File: src/rtl/fir_mac_scheduler.sv
// Per-sample FIR equalizer sequencer: writes each accepted sample into the delay line,
// then walks every enabled equalizer tap by tap, driving the shared MAC unit.
module fir_mac_scheduler #(
  parameter int unsigned num_of_taps       = 64,
  parameter int unsigned num_of_equalizers = 8,
  parameter int unsigned mac_latency       = 2,
  localparam int unsigned TW = $clog2(num_of_taps),
  localparam int unsigned EW = (num_of_equalizers > 1) ? $clog2(num_of_equalizers) : 1
) (
  input  logic                         clk,
  input  logic                         reset_n,
  input  logic                         bypass,
  input  logic                         sample_en,
  input  logic                         sample_chan,
  input  logic [num_of_equalizers-1:0] eq_enable,
  input  logic                         overrun_clr,
  output logic                         chan_sel,
  output logic                         sample_wr_en,
  output logic [TW-1:0]                wr_ptr,
  output logic [TW-1:0]                rd_addr,
  output logic [EW-1:0]                coef_eq_sel,
  output logic [TW-1:0]                coef_tap,
  output logic                         mac_clr,
  output logic                         mac_en,
  output logic                         acc_capture,
  output logic [EW-1:0]                capture_eq,
  output logic                         busy,
  output logic                         sample_done,
  output logic                         overrun
);

  localparam int unsigned DW = $clog2(mac_latency) + 1;
  localparam logic [TW-1:0] LAST_TAP = TW'(num_of_taps - 1);

  typedef enum logic [2:0] {IDLE, WRITE, MAC, DRAIN, DONE} state_t;

  state_t                         state;
  logic [num_of_equalizers-1:0]   en_q;
  logic [TW-1:0]                  ptr_q [2];
  logic [DW-1:0]                  drain_cnt;

  logic [EW-1:0]                  first_eq;
  logic                           first_vld;
  logic [EW-1:0]                  next_eq;
  logic                           next_vld;

  logic [mac_latency-1:0]         cap_pipe;
  logic [EW-1:0]                  eq_pipe [mac_latency];

  // Scanning from the top down leaves the lowest qualifying index as the final assignment.
  always_comb begin
    first_eq  = '0;
    first_vld = 1'b0;
    next_eq   = '0;
    next_vld  = 1'b0;
    for (int unsigned i = num_of_equalizers; i > 0; i--) begin
      if (en_q[i-1]) begin
        first_eq  = EW'(i - 1);
        first_vld = 1'b1;
      end
      if (en_q[i-1] && ((i - 1) > 32'(coef_eq_sel))) begin
        next_eq  = EW'(i - 1);
        next_vld = 1'b1;
      end
    end
  end

  always_ff @(posedge clk) begin
    if (!reset_n) begin
      state        <= IDLE;
      en_q         <= '0;
      ptr_q[0]     <= '0;
      ptr_q[1]     <= '0;
      drain_cnt    <= '0;
      chan_sel     <= 1'b0;
      sample_wr_en <= 1'b0;
      wr_ptr       <= '0;
      rd_addr      <= '0;
      coef_eq_sel  <= '0;
      coef_tap     <= '0;
      mac_clr      <= 1'b0;
      mac_en       <= 1'b0;
      busy         <= 1'b0;
      sample_done  <= 1'b0;
      overrun      <= 1'b0;
    end else begin
      sample_wr_en <= 1'b0;
      mac_en       <= 1'b0;
      mac_clr      <= 1'b0;
      sample_done  <= 1'b0;

      if (sample_en && (state != IDLE)) begin
        overrun <= 1'b1;
      end else if (overrun_clr) begin
        overrun <= 1'b0;
      end

      unique case (state)
        IDLE: begin
          if (sample_en && !bypass) begin
            state        <= WRITE;
            chan_sel     <= sample_chan;
            en_q         <= eq_enable;
            busy         <= 1'b1;
            sample_wr_en <= 1'b1;
            wr_ptr       <= ptr_q[sample_chan];
          end
        end
        WRITE: begin
          if (first_vld) begin
            state       <= MAC;
            mac_en      <= 1'b1;
            mac_clr     <= 1'b1;
            coef_eq_sel <= first_eq;
            coef_tap    <= '0;
            rd_addr     <= wr_ptr;
          end else begin
            state       <= DONE;
            sample_done <= 1'b1;
          end
        end
        MAC: begin
          if (coef_tap == LAST_TAP) begin
            if (next_vld) begin
              mac_en      <= 1'b1;
              mac_clr     <= 1'b1;
              coef_eq_sel <= next_eq;
              coef_tap    <= '0;
              rd_addr     <= wr_ptr;
            end else begin
              state     <= DRAIN;
              drain_cnt <= '0;
            end
          end else begin
            mac_en   <= 1'b1;
            coef_tap <= coef_tap + TW'(1);
            rd_addr  <= wr_ptr - coef_tap - TW'(1);
          end
        end
        DRAIN: begin
          if (drain_cnt == DW'(mac_latency - 1)) begin
            state       <= DONE;
            sample_done <= 1'b1;
          end else begin
            drain_cnt <= drain_cnt + DW'(1);
          end
        end
        DONE: begin
          state           <= IDLE;
          busy            <= 1'b0;
          ptr_q[chan_sel] <= wr_ptr + TW'(1);
        end
        default: state <= IDLE;
      endcase
    end
  end

  // Last-tap marker and its equalizer index travel together through the MAC latency.
  always_ff @(posedge clk) begin
    if (!reset_n) begin
      cap_pipe <= '0;
      for (int unsigned i = 0; i < mac_latency; i++) begin
        eq_pipe[i] <= '0;
      end
    end else begin
      cap_pipe[0] <= mac_en && (coef_tap == LAST_TAP);
      eq_pipe[0]  <= coef_eq_sel;
      for (int unsigned i = 1; i < mac_latency; i++) begin
        cap_pipe[i] <= cap_pipe[i-1];
        eq_pipe[i]  <= eq_pipe[i-1];
      end
    end
  end

  assign acc_capture = cap_pipe[mac_latency-1];
  assign capture_eq  = eq_pipe[mac_latency-1];

endmodule
File: config.mk
export PLATFORM = sky130hd
export DESIGN_NAME = fir_mac_scheduler
export DESIGN_NICKNAME = d
export VERILOG_FILES = /design/src/rtl/fir_mac_scheduler.sv
export SDC_FILE = /design/constraint.sdc
export NUM_CORES = 1
export LEC_CHECK = 0
export ABC_AREA = 1
export CAP_MARGIN = 20
export CELL_PAD_IN_SITES_DETAIL_PLACEMENT = 1
export CELL_PAD_IN_SITES_GLOBAL_PLACEMENT = 2
export CORE_MARGIN = 2
export CORE_UTILIZATION = 39
export DETAILED_ROUTE_END_ITERATION = 16
export DONT_BUFFER_PORTS = 1
export GPL_ROUTABILITY_DRIVEN = 0
export MAX_ROUTING_LAYER = met4
export PLACE_DENSITY = 0.95
export SLEW_MARGIN = 20
export SYNTH_ARGS = -nofsm -noshare
export SYNTH_HDL_FRONTEND = slang
export SYNTH_SLANG_ARGS = --single-unit
File: constraint.sdc
create_clock -name clk -period 3.5 [get_ports clk]
set_clock_uncertainty 0.2 [all_clocks]
set_input_delay 0.35 -clock clk [delete_from_list [all_inputs] [get_ports clk]]
set_output_delay 0.35 -clock clk [all_outputs]
set_load 0.03 [all_outputs]
==> flow_summary.json <==
{
  "yosysTopAreaCell": "dfxtp_1",
  "die_w_um": 93.0,
  "cap_violations": 0,
  "port_buffers": 0,
  "rows": 32,
  "fin_crit_ns": 2.50,
  "ant_nets": 0,
  "clockBufferDepth": 2,
  "worst_pin_slew_ns": 0.619,
  "yosys-top-cells-area": "dfxtp_1, edfxtp_1, nand2_1, nor2_1, inv_1",
  "crit_required_ns": 3.53,
  "synth_commonest_cells": "nand2_1, nor2_1, inv_1, dfxtp_1, a21oi_1",
  "drc": 0,
  "grt_use_total_pct": 20.3,
  "fp.dieH_um": 93.0,
  "pwr-share-seq_pct": 43.3,
  "first_pass_iters": 4,
  "holdCritPathClass": "input port to register",
  "drive_above_1_share_pct": 10.2,
  "synthMuxAreaShare_pct": 0,
  "grt_pass1_vias": 2726,
  "combPwrFrac_pct": 33.6,
  "crit_type": "register to register",
  "critPathLaunchType": "register",
  "finalNetCount": 448,
  "avgSynthCellArea_um2": 7.43,
  "cts_tree": "done",
  "cts_resized": 0,
  "grt-ovfl-total": 0,
  "cts_buffers": 9,
  "fillers": 1003,
  "cts-htree-levels": 3,
  "ys_types": 33,
  "holdWs_ns": 0.0126,
  "synth_compound_area_share_pct": 11.1,
  "slew_viol_final": 0,
  "finalHoldViolations": 0,
  "fin_crit_sh_pct": 71.3,
  "status": "complete, no violations",
  "setup-tns-final_ns": 0,
  "synthSimpleGateAreaFrac_pct": 29.7,
  "grt_max_degree": 34,
  "cp_max_fo": 11,
  "power.switching_mw": 1.07,
  "finalWorstSetupSlack_ns": 1.00,
  "synth_nets": 439,
  "clkTransAtPathRegs_ns": 0.07,
  "grt_pass1_wl_um": 13100,
  "crit_arrival_ns": 2.53,
  "synth_top_family_by_area": "simple AND/OR/NAND/NOR gates",
  "postSynthCellCount": 416,
  "synth-edff-count": 12,
  "drt_iter0_markers": 102,
  "p_sw_share_pct": 43.2,
  "finalInstanceArea_mm2": 0.00343,
  "wl_per_cell_um": 14.8,
  "core_mm2": 0.00769,
  "post-place-ws_ns": 1.03,
  "synth_top_flop_cell": "dfxtp_1",
  "synth_area_mm2": 0.00309,
  "synth_warnings": 0,
  "yosysTopAreaCellShare_pct": 31.7,
  "p_int_mw": 1.40,
  "antenna_found_initial": 0,
  "power.leakage_nw": 1.55,
  "max_freq_mhz": 400,
  "area_growth_pct": 10.8,
  "async_reset_ff_share_pct": 0,
  "ys_ff_latch": 61,
  "root_buffer": "clkbuf_8",
  "p_clk_share_pct": 23.1,
  "worstSkewPairLatency_ns": 0.34,
  "synthAdderAreaFrac_pct": 3.89,
  "ir_worst_vdd_mv": 0.244,
  "rsz0062_at_grt": "no",
  "floorplan.initialDensity_pct": 40.2,
  "yosysSeqAreaShare_pct": 43.4,
  "stdcell_count": 532,
  "antenna_cells": 0,
  "synthXorXnorAreaFrac_pct": 1.98,
  "powerDensity_mw_per_mm2": 720,
  "die_area_mm2": 0.00866,
  "totalWireLength_um": 7870,
  "cts.sinks": 61,
  "dr_total_vias": 2665,
  "viasPerCell": 5.01,
  "io_pins": 46,
  "dpl.cell_count": 507,
  "endpoint_kind": "register",
  "dp_hpwl_um": 5670,
  "placed_cell_area_mm2": 0.00315,
  "slew_headroom_pct": 58.7,
  "setup_viol": 0,
  "yosysMostFrequentCell": "nand2_1"
}
-- cell families after synthesis --
kind of cell / after synthesis
AOI/OAI and AO/OA: 64
DFF: 61
adders and majority gates: 9
and+or+nand+nor: 202
buffers and inverters: 73
xor gates and xnor gates: 7
-- placed cells by master (no fill, tap or decap), types with 11 or more instances in the layout --
cell type and instances:
a21oi_1 29, clkbuf_8 11, dfxtp_1 49, edfxtp_1 12
inv_1 56, nand2_1 93, nand3_1 20, nor2_1 61
o21ai_0 22
-- metal layers --
layer | vias up | GRT usage [%] | part of all wire (%)
li1 | 1341 | - | -
met1 | 1267 | 22.5 | 42
met2 | 45 | 35.4 | 53
met3 | 12 | 4.27 | 3.7
met4 | 0 | 8.46 | 1.4
met5 | - | - | 0
-- critical path, stage by stage (launching register included) --
cell and delay [ns]:
dfxtp_1 0.62, ha_1 0.31, nand3_2 0.14, nor3_4 0.37, nor2_2 0.18, inv_1 0.18
nand3_1 0.14, o21ai_0 0.19, inv_1 0.05
-- final cells by class --
cell class	count	area [um^2]	area share (%)
multi-input cells	282	1440	42.1
inverters	60	225	6.57
clock buffers	14	163	4.75
repair buffers	11	115	3.36
well taps	102	128	3.73
clock inverters	2	10.0	0.292
flip-flops and latches	61	1340	39.2
-- power groups by stage --
stage	combinational [mW]	sequential (mW)	clock (mW)
after floorplan	0.680	1.06	0
after global placement	0.784	1.08	0
after detailed placement	0.814	1.09	0
after CTS	0.841	1.07	0.587
after global routing	0.967	1.08	0.624
final	0.828	1.07	0.570
-- sequential cells by signal, indices dropped and copies added, names as in the netlist, 2 cells and up --
| signal | flops |
|---|---|
| coef_tap | 6 |
| coef_eq_sel | 3 |
| eq_pipe | 6 |
| rd_addr | 6 |
| en_q | 8 |
| drain_cnt | 2 |
| wr_ptr | 6 |
| state | 3 |
| cap_pipe | 2 |
| ptr_q | 12 |
-- repair_timing --
action / CTS / global route
endpoints found under the hold margin: 34 / 0
buffers inserted: 0 / 0
hold buffers: 9 / 0
-- stage by stage --
step | power, mW | util, %
after CTS | 2.50 | 44.6
after global routing | 2.67 | 44.6
after floorplan | 1.74 | -
final | 2.47 | 44.6
after detailed placement | 1.90 | 41.0
after global placement | 1.87 | 41.0
-- path summary, 6_finish.rpt --
check	cells after the start	endpoint	start	slack (ns)
setup / recovery	8	coef_eq_sel[2]$_SDFFE_PN0P_	coef_tap[1]$_SDFFE_PN0P_	1.00
hold / removal	2	en_q[1]$_SDFFE_PN0P_	eq_enable[1]	0.01
setup reg to reg	8	coef_eq_sel[2]$_SDFFE_PN0P_	coef_tap[1]$_SDFFE_PN0P_	1.00
hold reg to reg	2	cap_pipe[1]$_SDFF_PN0_	cap_pipe[0]$_SDFF_PN0_	0.22
Note: power is estimated with default switching activity, not from simulation.
